<file path="src/rtl/seg7_pkg.sv">
// Shared constants for the 7-segment scan driver: segment bit positions,
// the blank pattern and the BCD digit-to-segment table (active-high sense).
package seg7_pkg;

  localparam int SEG_A = 6;
  localparam int SEG_B = 5;
  localparam int SEG_C = 4;
  localparam int SEG_D = 3;
  localparam int SEG_E = 2;
  localparam int SEG_F = 1;
  localparam int SEG_G = 0;

  localparam logic [6:0] SEG_BLANK = 7'b0000000;

  // Entry n lights the segments of decimal digit n, {a,b,c,d,e,f,g}.
  localparam logic [6:0] DIGIT_SEGS [10] = '{
    7'b1111110, 7'b0110000, 7'b1101101, 7'b1111001, 7'b0110011,
    7'b1011011, 7'b1011111, 7'b1110000, 7'b1111111, 7'b1111011
  };

endpackage

</file>
<file path="src/rtl/bcd7_decode.sv">
// Combinational BCD to 7-segment decoder, active-high segments.
// Codes 10..15 decode to a blank digit.
module bcd7_decode
  import seg7_pkg::*;
(
  input  logic [3:0] code,
  output logic [6:0] seg
);

  always_comb begin
    seg = SEG_BLANK;
    if (code <= 4'd9) seg = DIGIT_SEGS[code];
  end

endmodule

</file>
<file path="src/rtl/seg7_scan_driver.sv">
// Round-robin scan driver for a multiplexed 7-segment display with held
// digits, decimal points, leading-zero blanking and anti-ghost blanking.
module seg7_scan_driver
  import seg7_pkg::*;
#(
  parameter int NUM_DIGITS   = 4,
  parameter int SLOT_CYCLES  = 1000,
  parameter int BLANK_CYCLES = 8,
  parameter int ACTIVE_LOW   = 1
) (
  input  logic                    clk,
  input  logic                    rst,
  input  logic                    load,
  input  logic [4*NUM_DIGITS-1:0] bcd_in,
  input  logic [NUM_DIGITS-1:0]   dp_in,
  input  logic                    lzb_en,
  output logic [6:0]              seg,
  output logic                    dp,
  output logic [NUM_DIGITS-1:0]   an,
  output logic                    slot_start
);

  localparam int   CW  = (SLOT_CYCLES > 1) ? $clog2(SLOT_CYCLES) : 1;
  localparam int   IW  = $clog2(NUM_DIGITS);
  localparam logic POL = (ACTIVE_LOW != 0);

  logic [CW-1:0]           cnt_reg;
  logic [IW-1:0]           idx_reg;
  logic [4*NUM_DIGITS-1:0] bcd_reg;
  logic [NUM_DIGITS-1:0]   dp_reg;
  logic                    lzb_reg;

  logic [3:0]            digit_code [NUM_DIGITS];
  logic [NUM_DIGITS-1:0] lz_mask;
  logic [3:0]            sel_code;
  logic [6:0]            dec_seg;
  logic                  in_blank;
  logic [6:0]            seg_next;
  logic                  dp_next;
  logic [NUM_DIGITS-1:0] an_next;

  for (genvar gi = 0; gi < NUM_DIGITS; gi++) begin : g_digit
    assign digit_code[gi] = bcd_reg[gi*4 +: 4];
  end

  // A digit is leading-zero blanked when it and every digit above it are 0.
  always_comb begin
    logic zero_run;
    zero_run = 1'b1;
    lz_mask  = '0;
    for (int k = NUM_DIGITS - 1; k >= 1; k--) begin
      zero_run   = zero_run & (digit_code[k] == 4'd0);
      lz_mask[k] = zero_run & lzb_reg;
    end
  end

  assign sel_code = digit_code[idx_reg];

  bcd7_decode u_dec (
    .code (sel_code),
    .seg  (dec_seg)
  );

  always_comb begin
    in_blank = (cnt_reg < CW'(BLANK_CYCLES));
    an_next  = in_blank ? '0 : (NUM_DIGITS'(1) << idx_reg);
    seg_next = (in_blank || lz_mask[idx_reg]) ? SEG_BLANK : dec_seg;
    dp_next  = !in_blank && dp_reg[idx_reg];
  end

  always_ff @(posedge clk) begin
    if (rst) begin
      cnt_reg    <= '0;
      idx_reg    <= '0;
      bcd_reg    <= '1;
      dp_reg     <= '0;
      lzb_reg    <= 1'b0;
      seg        <= {7{POL}};
      dp         <= POL;
      an         <= {NUM_DIGITS{POL}};
      slot_start <= 1'b0;
    end else begin
      if (cnt_reg == CW'(SLOT_CYCLES - 1)) begin
        cnt_reg <= '0;
        idx_reg <= (idx_reg == IW'(NUM_DIGITS - 1)) ? '0 : idx_reg + 1'b1;
      end else begin
        cnt_reg <= cnt_reg + 1'b1;
      end
      if (load) begin
        bcd_reg <= bcd_in;
        dp_reg  <= dp_in;
        lzb_reg <= lzb_en;
      end
      seg        <= seg_next ^ {7{POL}};
      dp         <= dp_next ^ POL;
      an         <= an_next ^ {NUM_DIGITS{POL}};
      slot_start <= (cnt_reg == '0);
    end
  end

endmodule

</file>
<file path="config.mk">
export PLATFORM = sky130hd
export DESIGN_NAME = seg7_scan_driver
export DESIGN_NICKNAME = d
export VERILOG_FILES = /design/src/rtl/seg7_pkg.sv /design/src/rtl/bcd7_decode.sv /design/src/rtl/seg7_scan_driver.sv
export SDC_FILE = /design/constraint.sdc
export NUM_CORES = 1
export LEC_CHECK = 0
export BUFFER_PORTS_ARGS = -buffer_cell sky130_fd_sc_hd__buf_4
export CAP_MARGIN = 20
export CORE_UTILIZATION = 40
export CTS_BUF_LIST = sky130_fd_sc_hd__clkbuf_8
export CTS_CLUSTER_SIZE = 16
export DETAILED_ROUTE_END_ITERATION = 6
export MAX_ROUTING_LAYER = met4
export PLACE_DENSITY_LB_ADDON = 0.25
export SETUP_SLACK_MARGIN = 0.15
export SLEW_MARGIN = 20
export SYNTH_ARGS = -nofsm -noshare
export SYNTH_HDL_FRONTEND = slang
export SYNTH_SLANG_ARGS = --single-unit
export TNS_END_PERCENT = 50
</file>
<file path="constraint.sdc">
create_clock -name clk -period 6.12 [get_ports clk]
set_input_delay 0.918 -clock clk [delete_from_list [all_inputs] [get_ports clk]]
set_output_delay 0.918 -clock clk [all_outputs]
set_load 0.005 [all_outputs]
</file>
==> results.cfg <==
[run_status]
status = complete, no violations

[global_routing]
grt_overflow = 0
grt_pass1_vias = 1345
grt_pass1_wl_um = 6080
grt_util_all_layers_pct = 15.4
antenna_found_initial = 0
grt_max_degree = 38

[clock_network]
post_cts_resized = 0
cts.sinks = 46
hold_buffers = 0
clk_pin_slew_ps = 90
post_cts.repair.setup_buffers = 0
clk_latency_ps = 300
cts_tree = built
ctsLongestPathBuffers = 2
clk_root_buffer_cell = clkbuf_8
htreeDepth = 2
cts-buffers-inserted = 5

[sta]
whs_ps = 477
finalCritPeriodShare_pct = 38.2
post-route-min-period_ps = 2340
finalSetupViolCount = 0
worst_pin_slew_ps = 613
final.setup.tns_ps = 0
slew_viol_final = 0
hold_violations = 0
clock_skew_ps = 14.5
layout_setup_ws_ps = 3780
rsz0062_at_grt = false
fmax_ghz = 0.428
slew_headroom_pct = 59.1

[floorplan]
start_util_pct = 42.1
die-area_sq_um = 5330
die_x_um = 73.0
io_pins = 37
die_height_um = 73.0
core_sq_um = 4790
rows = 25

[final_layout]
layout_commonest_cell = dfxtp_1
fillCellCount = 475
diodes = 0
area.growth.synth_to_final_pct = 20.8
final_util_pct = 50.9
final_layout_size_suffix_gt1_share_pct = 22.3
final_cell_mix = dfxtp_1 (46), buf_4 (36), nor2_1 (21)
nets = 268
largest_reg_flops = 16

[synth]
ys_ff_latch = 46
synth_top_area_cell = dfxtp_1
synth_area_sq_um = 2020
netlist_top_cells_area = dfxtp_1 (46%), ha_1 (7.4%), a211o_1 (6.9%)
syn_inst = 199
syn_avg_cell_area_sq_um = 10.1
syn_nets = 235
seq_area_frac_synth_pct = 45.7
synth_cell_type_count = 32
yosys_warnings = 0
synth_top_cell_area_share_pct = 45.7

[power_and_ir_drop]
leakagePower_nw = 0.992
power_density_nw_per_um2 = 244
power.total_w = 0.000595
peakVddDrop_mv = 0.181

[critical_path]
crit_chain = mux4_2 -> inv_1 -> ha_1 -> nor2_1 -> o21ai_1 -> o311a_2 -> o311ai_2
max_stage_delay_ps = 720
path_buf_inv = 1
path_delay_family = flip-flops
crit_path_start_kind = flip-flop
cp.arrival_ps = 2510
worstSetupPathType = flip-flop to flip-flop
critPathSlowestCell = dfxtp_1
cp-end-kind = flip-flop
worstPathMaxFanout = 14
critPathRequiredTime_ps = 6290

[routing]
routed_wl_um = 3610
wire_per_inst_um = 12.0
viasPerCell = 4.77
ant_nets = 0
drc_errors = 0
via_count = 1432
drtIter0Drc = 24
dr.pass1.iters = 4

[place]
io_buffers = 36
place_congestion = 0.808
dp_hpwl_um = 2620
dpl_worst_slack_ps = 3800

[min_path]
hold_class = flip-flop to flip-flop

[job]
max_cap_violations = 0
[power breakdown]
part           switching, W  internal (W)
registers        0.00000869      0.000311
logic             0.0000234     0.0000293
clock network      0.000101      0.000121
[Yosys cell counts]
cell type,n
nor2_1,21
a31oi_1,1
and4_1,1
o311ai_2,1
buf_1,2
nor3_1,3
o21ai_0,6
nor2b_1,16
nor4_1,4
o311a_2,1
nand3_1,3
inv_1,9
ha_1,12
nand4_1,2
nor4b_1,1
nand2_1,13
o21ai_1,1
buf_6,1
xor2_1,3
mux4_2,5
dfxtp_1,46
xnor2_1,5
o21bai_1,1
a211o_1,16
mux2_2,1
nand2b_1,1
mux2i_1,10
a21oi_1,3
or3_1,1
clkbuf_1,4
and2_1,2
buf_2,3
[layout make-up]
| type | instances | area [sq um] | area share [%] |
|---|---|---|---|
| Tap cell | 67 | 83.8 | 3.44 |
| Multi-Input combinational cell | 134 | 1010 | 41.6 |
| Timing Repair Buffer | 36 | 270 | 11.1 |
| Sequential cell | 46 | 921 | 37.8 |
| Clock buffer | 5 | 68.8 | 2.82 |
| Inverter | 9 | 33.8 | 1.39 |
| Clock inverter | 3 | 45.0 | 1.85 |
[kinds of logic (layout without fill, tap and decap cells)]
kind of cell,after synthesis,count (layout),synth area share [%]
multiplexers,16,16,11.1
buffers and inverters,19,53,4.09
adder cells (fa/ha/maj),12,12,7.44
flip-flops,46,46,45.7
AO/OA/AOI/OAI,30,30,11.5
XOR/XNOR,8,8,3.47
AND/OR/NAND/NOR,68,68,16.7
[per-stage QoR]
step,std cells,area [sq um]
after floorplan,199,2020
after global placement,292,2320
after detailed placement,292,2320
after CTS,300,2440
after global routing,300,2440
final,300,2440
[layer usage]
layer	vias to the layer above	part of all wire, %	global-route usage [%]
li1	753	-	-
met1	648	49	19.1
met2	25	45	23.5
met3	6	4.2	4.56
met4	0	1.7	5.88
met5	-	0	-
[path summary, 6_finish.rpt]
kind	startpoint	end	slack (ps)	cells past startpoint
setup reg to reg	idx_reg[0]	seg[2]	3780	7
hold / removal	cnt_reg[0]	cnt_reg[0]	480	1
setup / recovery	idx_reg[0]	seg[2]	3780	7
hold reg to reg	cnt_reg[0]	cnt_reg[0]	480	1
Power figures use the tool's default switching activity.
